--- src/rtl/sha1_w_sched_if.sv ---
// Bundles the message-word handshake and the round-control outputs of the SHA-1
// message schedule. The slave modport is the scheduler; the master modport is the
// word source together with the round datapath.
interface sha1_w_sched_if;
  logic        in_valid;
  logic [31:0] in_data;
  logic        in_ready;
  logic        hold;
  logic        feed;
  logic        next;
  logic [31:0] w;
  logic [6:0]  round;
  logic [1:0]  seg;
  logic        busy;
  logic        done;

  modport slave (
    input  in_valid, in_data, hold,
    output in_ready, feed, next, w, round, seg, busy, done
  );

  modport master (
    output in_valid, in_data, hold,
    input  in_ready, feed, next, w, round, seg, busy, done
  );
endinterface

--- src/rtl/sha1_w_sched.sv ---
// SHA-1 message schedule: takes one 16-word block, then issues W[0..79] in place
// through a 16-entry circular buffer while pacing the round datapath.
//
// state  | meaning
// S_LOAD | accept 16 message words into r_buf[0..15]
// S_FEED | one cycle, tell the round registers to load chaining values
// S_RUN  | issue one round per un-held cycle, t = 0..79
// S_DONE | one cycle completion pulse, then back to S_LOAD
module sha1_w_sched (
  input  logic            clk,
  input  logic            reset,
  sha1_w_sched_if.slave   bus
);

  typedef enum logic [1:0] {S_LOAD, S_FEED, S_RUN, S_DONE} state_t;

  state_t      r_state;
  state_t      w_state_nxt;
  logic [31:0] r_buf [16];
  logic [3:0]  r_lcnt;
  logic [6:0]  r_t;

  logic        w_in_ready;
  logic        w_feed;
  logic        w_next;
  logic        w_busy;
  logic        w_done;
  logic [31:0] w_sched;
  logic [31:0] w_mix;
  logic [3:0]  w_t4;
  logic [3:0]  w_i3;
  logic [3:0]  w_i8;
  logic [3:0]  w_i14;
  logic [1:0]  w_seg;

  always_ff @(posedge clk) begin
    if (reset) r_state <= S_LOAD;
    else       r_state <= w_state_nxt;
  end

  // Outputs are gated by reset so a reset cycle is quiet regardless of state.
  always_comb begin
    w_state_nxt = r_state;
    w_in_ready  = 1'b0;
    w_feed      = 1'b0;
    w_next      = 1'b0;
    w_busy      = 1'b0;
    w_done      = 1'b0;
    unique case (r_state)
      S_LOAD: begin
        w_in_ready = 1'b1;
        if (bus.in_valid && (r_lcnt == 4'd15)) w_state_nxt = S_FEED;
      end
      S_FEED: begin
        w_feed      = 1'b1;
        w_busy      = 1'b1;
        w_state_nxt = S_RUN;
      end
      S_RUN: begin
        w_busy = 1'b1;
        w_next = ~bus.hold;
        if (w_next && (r_t == 7'd79)) w_state_nxt = S_DONE;
      end
      S_DONE: begin
        w_done      = 1'b1;
        w_state_nxt = S_LOAD;
      end
      default: w_state_nxt = S_LOAD;
    endcase
    if (reset) begin
      w_in_ready = 1'b0;
      w_feed     = 1'b0;
      w_next     = 1'b0;
      w_busy     = 1'b0;
      w_done     = 1'b0;
    end
  end

  // Schedule word: all buffer indices wrap modulo 16.
  assign w_t4    = r_t[3:0];
  assign w_i3    = w_t4 - 4'd3;
  assign w_i8    = w_t4 - 4'd8;
  assign w_i14   = w_t4 - 4'd14;
  assign w_mix   = r_buf[w_i3] ^ r_buf[w_i8] ^ r_buf[w_i14] ^ r_buf[w_t4];
  assign w_sched = (r_t < 7'd16) ? r_buf[w_t4] : {w_mix[30:0], w_mix[31]};

  always_comb begin
    if (r_t < 7'd20)      w_seg = 2'd0;
    else if (r_t < 7'd40) w_seg = 2'd1;
    else if (r_t < 7'd60) w_seg = 2'd2;
    else                  w_seg = 2'd3;
  end

  always_ff @(posedge clk) begin
    if (reset) begin
      r_lcnt <= 4'd0;
      r_t    <= 7'd0;
    end else begin
      if (w_in_ready && bus.in_valid) r_lcnt <= r_lcnt + 4'd1;
      if (w_feed) r_t <= 7'd0;
      else if (w_next && (r_t != 7'd79)) r_t <= r_t + 7'd1;
    end
  end

  // Buffer needs no reset; writes are already suppressed by the gated strobes.
  always_ff @(posedge clk) begin
    if (w_in_ready && bus.in_valid) r_buf[r_lcnt] <= bus.in_data;
    else if (w_next && (r_t >= 7'd16)) r_buf[w_t4] <= w_sched;
  end

  assign bus.in_ready = w_in_ready;
  assign bus.feed     = w_feed;
  assign bus.next     = w_next;
  assign bus.busy     = w_busy;
  assign bus.done     = w_done;
  assign bus.w        = w_sched;
  assign bus.round    = r_t;
  assign bus.seg      = w_seg;

endmodule

--- src/flat_wrapper.sv ---
// flat-port wrapper written by rule: the top's interface ports become plain ports
module sha1_w_sched_flat 
  (clk, reset, bus_in_valid, bus_in_data, bus_hold, bus_in_ready, bus_feed, bus_next, bus_w, bus_round, bus_seg, bus_busy, bus_done);
  sha1_w_sched_if bus_i ();
  input  logic clk;
  input  logic reset;
  input wire logic [$bits(bus_i.in_valid)-1:0] bus_in_valid;
  input wire logic [$bits(bus_i.in_data)-1:0] bus_in_data;
  input wire logic [$bits(bus_i.hold)-1:0] bus_hold;
  output wire logic [$bits(bus_i.in_ready)-1:0] bus_in_ready;
  output wire logic [$bits(bus_i.feed)-1:0] bus_feed;
  output wire logic [$bits(bus_i.next)-1:0] bus_next;
  output wire logic [$bits(bus_i.w)-1:0] bus_w;
  output wire logic [$bits(bus_i.round)-1:0] bus_round;
  output wire logic [$bits(bus_i.seg)-1:0] bus_seg;
  output wire logic [$bits(bus_i.busy)-1:0] bus_busy;
  output wire logic [$bits(bus_i.done)-1:0] bus_done;
  assign bus_i.in_valid = bus_in_valid;
  assign bus_i.in_data = bus_in_data;
  assign bus_i.hold = bus_hold;
  assign bus_in_ready = bus_i.in_ready;
  assign bus_feed = bus_i.feed;
  assign bus_next = bus_i.next;
  assign bus_w = bus_i.w;
  assign bus_round = bus_i.round;
  assign bus_seg = bus_i.seg;
  assign bus_busy = bus_i.busy;
  assign bus_done = bus_i.done;
  sha1_w_sched u_core (.clk(clk), .reset(reset), .bus(bus_i));
endmodule
--- config.mk ---
export PLATFORM = sky130hd
export DESIGN_NAME = sha1_w_sched_flat
export DESIGN_NICKNAME = d
export VERILOG_FILES = /design/src/rtl/sha1_w_sched_if.sv /design/src/rtl/sha1_w_sched.sv /design/src/flat_wrapper.sv
export SDC_FILE = /design/constraint.sdc
export NUM_CORES = 1
export LEC_CHECK = 0
export CORE_ASPECT_RATIO = 1.25
export CORE_UTILIZATION = 43
export CTS_CLUSTER_DIAMETER = 120
export DETAILED_ROUTE_END_ITERATION = 10
export HOLD_SLACK_MARGIN = 0.05
export RECOVER_POWER = 50
export SLEW_MARGIN = 20
export SYNTH_ARGS = -nofsm -noshare
export SYNTH_HDL_FRONTEND = slang
export SYNTH_SLANG_ARGS = --single-unit
export TNS_END_PERCENT = 50
--- constraint.sdc ---
create_clock -name clk -period 9.3 [get_ports clk]
set_input_delay 0.93 -clock clk [delete_from_list [all_inputs] [get_ports clk]]
set_output_delay 0.93 -clock clk [all_outputs]
set_load 0.02 [all_outputs]
==> results by group, run 1 <==
Pwr
  • Pwr Total: approximately 5.5 mW
  • Power per cell area: approximately 150 nW/µm²
  • Peak VDD IR: 0.137 mV
  • Leakage: ~11 nW

Clocking
  • Clk root buf: clkbuf_16
  • Clk buf depth: 3
  • CTS tree: built
  • # resized after CTS: 0
  • CTS clk-pin slew, worst paths: 0.06 ns
  • H-Tree Level Count: 2
  • Clock sinks: 529
  • TritonCTS buffer count: 57
  • Clk_lat worst skew: between 0.6 and 0.7 ns
  • Cts hold-fix bufs: 0
  • Setup repair bufs after CTS: 0

Global route
  • Pin count of the biggest net entering global routing: between 100 and 150
  • Vias in the first global route: between 20000 and 25000
  • Overflow after GRT: 0
  • GRT Total Usage: 25.2%
  • Antenna violations before repair: 1
  • First-pass GRT wire length: between 100000 and 150000 µm

Timing
  • Worst Slack Setup Final: about 1.6 ns
  • RSZ-0062 raised after global routing: no
  • Final max-slew violation count: roughly 410
  • Setup violations, final: 0
  • Fin. Hold Viols: 0
  • Setup TNS: 0 ns
  • Post-route minimum period: roughly 7.7 ns
  • Max frequency: between 100 and 150 MHz
  • Clk_skew: 0.0270 ns
  • Period utilisation layout: 83.2%
  • Worst-margin pin slew: ~3.9 ns
  • Max_slew headroom: -160%
  • Hold Worst Slack: roughly 0.53 ns

Routing
  • Met1 WL: 35900 µm
  • Met3 WL post-DR: 8000 µm
  • Vias/cell: approximately 7
  • DR iter-0 viols: about 2100
  • Drt first pass iters: 5
  • Routed WL: 96600 µm
  • Antenna-violating nets left: 0
  • Max Used Layer: met4
  • Remaining DRCs: 0
  • Routed WL per cell: roughly 34 µm
  • Via count: approximately 20000
  • Met2 wire length: 49400 µm

Finish
  • Most common cell after layout, fill and taps aside: mux4_2
  • Post-route non-filler standard cell count: 2865
  • Most frequent cells in the layout: mux4_2 (571), edfxtp_1 (512), mux2i_1 (93), nand2_1 (73), clkdlybuf4s50_1 (69)
  • Final #Nets: 1883
  • Area grow syn2layout: 11.0%
  • Inserted Diodes: 0
  • # fillers: between 6000 and 7000
  • Layout cells sized above 1: between 30% and 40%

Yosys
  • Post-synth top flop: edfxtp_1
  • Post-Synthesis Cell Area: ~33000 µm²
  • Syn nets: about 1900
  • Synth area leaders: edfxtp_1 (46%), mux4_2 (39%), mux2i_1 (2.8%)
  • Synth Instances: around 1800
  • Seq/Total Area, Yosys: 47.4%
  • Async S/R FF share, synth: 0%
  • Warnings from Yosys: 0
  • Synth Register Bits: approximately 530
  • Top cell type's share of synthesized area: a little under half
  • Avg Cell Area, Syn: 18.2 µm²
  • EDFF count, synth: 512
  • Yosys top cell by area: edfxtp_1
  • Distinct cells, synth: 45

Critical path
  • Setup CP Type: in2reg
  • Crit end category: register
  • Worst path arrival time: between 7 and 8 ns
  • CP required: 9.53 ns
  • RR Startpoint: u_core.bus.round[4]
  • Worst-case reg-to-reg path depth: 6
  • Slowest stage delay, CP: ~2.5 ns
  • Cells along the critical path: dlygate4sd3_1 > nor2_1 > nand2_1 > inv_1 > nand2_1 > or2_0 > a31oi_1 > nor2_1 > clkbuf_2
  • Critical path startpoint: reset
  • Largest fanout on the critical path: 41
  • CP Launch Type: input pin
  • CP max stage cell: or2_0

Worst hold path
  • Min-Delay Path Class: reg2reg
  • WHS Path Cells: 2
  • Min-delay src: u_core.r_lcnt[1]

Floorplan
  • Width of the die: between 200 and 300 µm
  • Placeable Area: roughly 76000 µm²
  • FP Rows: 113
  • Ports: a little over 80
  • Die H: between 300 and 400 µm
  • DIE AREA: between 70000 and 80000 µm²
  • Starting density of the core: 43.6%

Place
  • DP Cell Count: 2757
  • Port bufs: 81
  • Pre-CTS WS: around 3.3 ns
  • HPWL after DPL: about 55000 µm
  • GP Congestion: 0.802

Outcome
  • Failing checks: capacitance limit, slew limit
  • Status: finished, violations left

Flow run
  • Max-Cap Viols: 14
-- where the power goes --
| group | internal (mW) | switching (mW) |
|---|---|---|
| sequential | 2.66 | 0.0288 |
| combinational | 0.174 | 0.219 |
| clock | 1.37 | 1.02 |
-- cells in the mapped netlist, types with 2 or more instances --
master and n:
mux4_2 571, edfxtp_1 512, mux2i_1 93, nand2_1 73, clkbuf_1 65, nor2_1 65
buf_2 62, xnor2_1 52, xor2_1 52, a21oi_1 50, o21ai_1 31, dfxtp_1 17
a22oi_1 16, nor3_1 16, and3_1 14, buf_1 13, buf_4 13, and2_1 9
ha_1 8, o21ai_0 8, a211oi_2 7, buf_6 7, buf_8 7, inv_1 7
nand3_1 7, nor2b_1 7, a31oi_1 4, nand2b_1 4, nor3b_1 4, o31ai_1 4
or3_1 4, nand4_1 2, nor3b_2 2, or2_2 2
-- layout make-up --
type | instances | area (µm²) | share of cell area, %
timing repair buffer | 129 | 1170 | 3.18
clock inverter | 43 | 459 | 1.25
tap | 977 | 1220 | 3.32
sequential | 529 | 15700 | 42.7
inverter | 8 | 30.0 | 0.0815
clock buffer | 65 | 1500 | 4.07
multi-input combinational | 1114 | 16700 | 45.4
-- cell families after synthesis --
| group | Yosys count | share of synthesized area (%) |
|---|---|---|
| flip-flops | 529 | 47.4 |
| multiplexers | 664 | 41.6 |
| XOR/XNOR | 104 | 2.74 |
| AO/OA/AOI/OAI | 126 | 2.28 |
| AND/OR/NAND/NOR | 212 | 2.95 |
| buffers and inverters | 176 | 2.82 |
| adder cells (fa/ha/maj) | 8 | 0.302 |
-- metal layers --
layer,up-vias,global-route usage [%]
li1,7968,-
met2,1137,42.9
met4,0,8.56
met1,10945,32.9
met5,-,0
met3,201,4.05
-- registers in the layout (all words and copies together), names as in the netlist, named ones only --
name	count
u_core.r_lcnt	4
u_core.r_state	2
u_core.bus.round	7
u_core.r_buf	512
-- per-stage QoR --
stage	cell area (µm²)	utilization, %
2_1_floorplan	33200	-
3_3_place_gp	34900	45.8
3_5_place_dp	34900	45.8
4_1_cts	36900	48.4
5_1_grt	36800	48.3
6_report	36800	48.3
-- critical path: cells and delay by family --
| family | cells | cell delay (ns) |
|---|---|---|
| buffers and inverters | 3 | 2.11 |
| AND/OR/NAND/NOR | 5 | 4.04 |
| AO/OA/AOI/OAI | 1 | 0.84 |
-- worst paths after layout --
path	end	slack, ns
max	u_core.r_buf[6][3]	1.56
min	u_core.r_lcnt[1]	0.53
max reg2reg	u_core.r_buf[6][3]	2.05
min reg2reg	u_core.r_lcnt[1]	0.53
Power figures use the tool's default switching activity.
==> run 2: changes to the inputs <==
Clock period 9.3 ns to 6.4 ns, I/O delays scaled along.
==> results by group, run 2 (synthesis gave the netlist of run 1 again) <==
Clocking
  • CTS tree: built
  • Clk buf depth: 3 (unchanged)
  • CTS clk-pin slew, worst paths: 0.06 ns (about the same)
  • # resized after CTS: 0 (unchanged)
  • Clk_lat worst skew: 0.65 ns (about the same)
  • TritonCTS buffer count: 54 (-5.3%)
  • Setup repair bufs after CTS: 0 (unchanged)
  • Cts hold-fix bufs: 0 (unchanged)
  • Clk root buf: clkbuf_16
  • H-Tree Level Count: 2 (unchanged)
  • Clock sinks: 529 (unchanged)

Finish
  • Biggest register: u_core.r_buf
  • Max FFs per register: 512 (unchanged)
  • Layout cells sized above 1: 39.8% (+0.15 points)
  • Most common cell after layout, fill and taps aside: mux4_2
  • Area grow syn2layout: 11.2%
  • Most frequent cells in the layout: mux4_2 (571), edfxtp_1 (512), mux2i_1 (93), nand2_1 (73), clkdlybuf4s50_1 (71)
  • Final #Nets: 1897 (+0.74%)
  • Inserted Diodes: 0 (unchanged)

Timing
  • Period utilisation layout: ~90%
  • Max_slew headroom: -48.9% (+110 points)
  • Post-route minimum period: around 5.7 ns
  • Worst-margin pin slew: 2.23 ns (-1.67 ns)
  • Final max-slew violation count: 121 (-70%)
  • Setup violations, final: 0 (unchanged)
  • Max frequency: roughly 180 MHz
  • RSZ-0062 raised after global routing: no
  • Clk_skew: 0.0369 ns (+0.00988 ns)
  • Setup TNS: 0 ns (unchanged)
  • Hold Worst Slack: 0.535 ns (+0.00417 ns)
  • Fin. Hold Viols: 0 (unchanged)

Critical path
  • Setup CP Type: in2reg
  • Worst path arrival time: 5.98 ns (-1.99 ns)
  • Largest fanout on the critical path: 31 (-24%)
  • Crit end category: register
  • CP Launch Type: input pin
  • Reg2Reg Setup Slack: 0.94 ns (-1.11 ns)
  • CP required: 6.68 ns (-2.85 ns)

Routing
  • Routed WL: 96300 µm (-0.36%)
  • Via count: 20269 (+0.089%)
  • DR iter-0 viols: 2217 (+3.8%)
  • Vias/cell: 7.05 (-0.19%)
  • Antenna-violating nets left: 0 (unchanged)
  • Remaining DRCs: 0 (unchanged)
  • Routed WL per cell: 33.5 µm (-0.64%)
  • Drt first pass iters: 5 (unchanged)

Outcome
  • Status: finished, violations left
  • Failing checks: capacitance limit, slew limit

Floorplan
  • Die H: 313 µm (unchanged)
  • FP Rows: 113 (unchanged)
  • Starting density of the core: 43.6% (unchanged)
  • Width of the die: 250 µm (unchanged)
  • Ports: 82 (unchanged)
  • Placeable Area: 76200 µm² (unchanged)
  • DIE AREA: 78300 µm² (unchanged)

Global route
  • Overflow after GRT: 0 (unchanged)
  • First-pass GRT wire length: 141000 µm (-1.1%)
  • Pin count of the biggest net entering global routing: 134 (-7.6%)
  • Antenna violations before repair: 0 (-1)
  • Vias in the first global route: 20763 (-0.32%)
  • GRT Total Usage: 25.0% (-0.21 points)

Pwr
  • Pwr Total: 7.76 mW (+42%)
  • Peak VDD IR: 0.199 mV (+46%)
  • Leakage: 10.7 nW (+0.34%)
  • Power per cell area: 210 nW/µm² (+42%)

Place
  • Port bufs: 81 (unchanged)
  • GP Congestion: 0.839 (+4.6%)
  • HPWL after DPL: 58200 µm (+5.9%)

Flow run
  • Max-Cap Viols: 5 (-9)

Worst hold path
  • Min-Delay Path Class: reg2reg
## run 2: final timing paths
check	depth (start not counted)	from	end
max	9	reset	u_core.r_buf[12][2]
min	2	u_core.r_lcnt[1]	u_core.r_lcnt[1]
max reg2reg	6	u_core.bus.round[4]	u_core.r_buf[12][2]
min reg2reg	2	u_core.r_lcnt[1]	u_core.r_lcnt[1]
## run 2: final cells by class
| cell class | count | area [µm²] |
|---|---|---|
| Inverter | 8 | 30.0 |
| Tap cell | 977 | 1220 |
| Fill cell | 6126 | 39300 |
| Clock inverter | 36 | 420 |
| Timing Repair Buffer | 146 | 1390 |
| Sequential cell | 529 | 15700 |
| Clock buffer | 63 | 1390 |
| Multi-Input combinational cell | 1114 | 16700 |
## run 2: stage by stage
stage          util [%]  worst slack, ns  std cells  cell area, µm²
6_report           48.4            0.695       2873           36900
5_1_grt            48.4            0.408       2873           36900
4_1_cts            48.5            0.925       2873           37000
3_5_place_dp       46.1             1.60       2774           35100
3_3_place_gp       46.1             1.61       2774           35100
2_1_floorplan         -             1.96       1819           33200
## run 2: metal layers
metal | routed length (µm) | share of wire [%] | up-vias | global-route usage [%]
li1 | - | - | 8001 | -
met1 | 36800 | 38 | 10905 | 33.2
met2 | 48600 | 50 | 1165 | 41.8
met3 | 7540 | 7.8 | 198 | 4.06
met4 | 3420 | 3.5 | 0 | 8.76
met5 | 0 | 0 | - | 0
## run 2: power breakdown
group | internal, mW | total (mW) | switching, mW
registers | 3.86 | 3.90 | 0.0427
logic | 0.255 | 0.578 | 0.323
clock network | 1.88 | 3.29 | 1.41
total | 5.99 | 7.76 | 1.77
## run 2: worst max-delay path: stages
cell and delay [ns]:
dlygate4sd3_1 0.84, nor2_1 0.10, nand2_1 0.16, inv_1 0.09, nand2_1 0.10, or2_0 1.63
a31oi_1 0.63, nor2_1 1.24, buf_4 0.52
==> run 3: changes to the inputs <==
Settings changed: CTS_BUF_LIST set to sky130_fd_sc_hd__clkbuf_8.
==> results by group, run 3 (synthesis gave the netlist of run 1 again) <==
Outcome
  • Status: finished, violations left
  • Failing checks: capacitance limit, slew limit

Routing
  • Antenna-violating nets left: 0 (unchanged)
  • Remaining DRCs: 0 (unchanged)
  • Drt first pass iters: 5 (unchanged)
  • Routed WL: 96600 µm (+0.38%)
  • Vias/cell: 6.96 (-1.4%)
  • DR iter-0 viols: 2152 (-2.9%)
  • Via count: 20353 (+0.41%)
  • Routed WL per cell: 33.0 µm (-1.4%)

Floorplan
  • FP Rows: 113 (unchanged)
  • DIE AREA: 78300 µm² (unchanged)
  • Placeable Area: 76200 µm² (unchanged)
  • Starting density of the core: 43.6% (unchanged)
  • Width of the die: 250 µm (unchanged)
  • Ports: 82 (unchanged)
  • Die H: 313 µm (unchanged)

Worst hold path
  • Min-Delay Path Class: reg2reg

Timing
  • Clk_skew: 0.0492 ns (+0.0123 ns)
  • Setup violations, final: 0 (unchanged)
  • Setup TNS: 0 ns (unchanged)
  • RSZ-0062 raised after global routing: no
  • Final max-slew violation count: 170 (+40%)
  • Worst-margin pin slew: 2.25 ns (+0.0206 ns)
  • Max frequency: 174 MHz (-0.61%)
  • Period utilisation layout: 89.7% (+0.54 points)
  • Max_slew headroom: -50.2% (-1.4 points)
  • Post-route minimum period: 5.74 ns (+0.0348 ns)
  • Fin. Hold Viols: 0 (unchanged)

Clocking
  • Clock sinks: 529 (unchanged)
  • TritonCTS buffer count: 85 (+57%)
  • Clk root buf: clkbuf_8
  • # resized after CTS: 0 (unchanged)
  • Clk buf depth: 3 (unchanged)
  • CTS tree: built
  • Setup repair bufs after CTS: 0 (unchanged)
  • Clk_lat worst skew: 0.70 ns (+0.05 ns)
  • CTS clk-pin slew, worst paths: 0.07 ns (about the same)
  • H-Tree Level Count: 3 (+1)
  • Cts hold-fix bufs: 0 (unchanged)

Finish
  • Max FFs per register: 512 (unchanged)
  • Area grow syn2layout: 10.6%
  • Most common cell after layout, fill and taps aside: mux4_2
  • Biggest register: u_core.r_buf
  • Layout cells sized above 1: 40.3% (+0.50 points)
  • Design Area, Final: 36700 µm² (-0.53%)
  • Most frequent cells in the layout: mux4_2 (571), edfxtp_1 (512), mux2i_1 (93), clkbuf_8 (87), nand2_1 (73)
  • Final #Nets: 1928 (+1.6%)

Place
  • Post-DP Area: 35100 µm² (unchanged)
  • Port bufs: 81 (unchanged)
  • GP Congestion: 0.839 (unchanged)
  • HPWL after DPL: 58200 µm (unchanged)

Critical path
  • Crit end category: output port
  • CP top delay family: buffers and inverters
  • CP required: 5.76 ns (-0.92 ns)
  • CP dominant cell by count: mux4_2
  • Worst path arrival time: 5.10 ns (-0.88 ns)
  • CP max stage cell: clkbuf_1
  • Worst Path Buf+Inv: 3 (unchanged)
  • Cells along the critical path: ha_4 > clkbuf_1 > buf_4 > mux4_2 > mux4_2 > xor2_1 > xnor2_1 > a21oi_1 > clkdlybuf4s50_1
  • Largest fanout on the critical path: 31 (unchanged)
  • Setup CP Type: reg2out
  • Slowest stage delay, CP: 0.71 ns (-0.92 ns)
  • CP Launch Type: register

Pwr
  • Peak VDD IR: 0.141 mV (-29%)
  • Power per cell area: 200 nW/µm² (-4.8%)
  • Leakage: 10.7 nW (+0.31%)
  • Net Switching: 1.74 mW (-2.0%)
  • Sequential share of power: 53.0% (+2.8 points)
  • Net Sw Frac: 23.6% (+0.79 points)
  • P_int: 5.62 mW (-6.2%)
  • Clk network pwr share: 39.1% (-3.2 points)
  • Comb power frac: 7.8% (+0.4 points)

Global route
  • Pin count of the biggest net entering global routing: 134 (unchanged)
  • Antenna violations before repair: 1 (+1)
  • First-pass GRT wire length: 142000 µm (+0.45%)
  • Vias in the first global route: 21085 (+1.6%)
  • GRT Total Usage: 25.1% (+0.15 points)
  • Overflow after GRT: 0 (unchanged)

Flow run
  • Max-Cap Viols: 6 (+1)
-- run 3: worst min-delay path, cell delays in order (launching register included) --
cell and delay (ns):
dfxtp_1 0.35, nand2_1 0.07, a21oi_1 0.06
-- run 3: layout make-up --
class                      instances  area [µm²]
timing repair buffer             146        1370
clock buffer                      87        1200
tap                              977        1220
antenna                            2        5.00
multi-input combinational       1114       16700
inverter                           8        30.0
sequential                       529       15700
fill                            6237       39500
clock inverter                    63         419
-- run 3: power by group through the flow --
stage | Clock (mW) | Combinational [mW] | Sequential (mW)
6_report | 2.88 | 0.576 | 3.90
4_1_cts | 2.94 | 0.586 | 3.90
3_5_place_dp | 0 | 0.582 | 3.97
2_1_floorplan | 0 | 0.362 | 3.96
5_1_grt | 3.07 | 0.617 | 3.91
3_3_place_gp | 0 | 0.577 | 3.97
-- run 3: path summary, 6_finish.rpt --
check | cells after the start | startpoint | slack [ns] | endpoint
hold reg to reg | 2 | u_core.r_lcnt[1] | 0.53 | u_core.r_lcnt[1]
setup / recovery | 9 | u_core.bus.round[1] | 0.66 | bus_w[28]
hold / removal | 2 | u_core.r_lcnt[1] | 0.53 | u_core.r_lcnt[1]
setup reg to reg | 8 | u_core.r_state[0] | 0.87 | u_core.r_buf[12][4]
-- run 3: through the flow --
step                setup WS [ns]  utilization (%)  instances  power [mW]  hold WS, ns
floorplan                    1.96                -       1819        4.32        0.479
global route                0.338             48.2       2926        7.60        0.554
CTS                         0.839             48.2       2924        7.42        0.533
detailed placement           1.60             46.1       2774        4.55        0.518
finish                      0.660             48.2       2926        7.36        0.527
global placement             1.61             46.1       2774        4.55        0.513
-- run 3: metal layers --
layer / vias up / wire length (µm) / GRT usage (%)
met3: 222 / 7930 / 4.39
met5: - / 0 / 0
li1: 8068 / - / -
met4: 0 / 3610 / 10.4
met1: 10877 / 36500 / 32.8
met2: 1186 / 48600 / 41.7
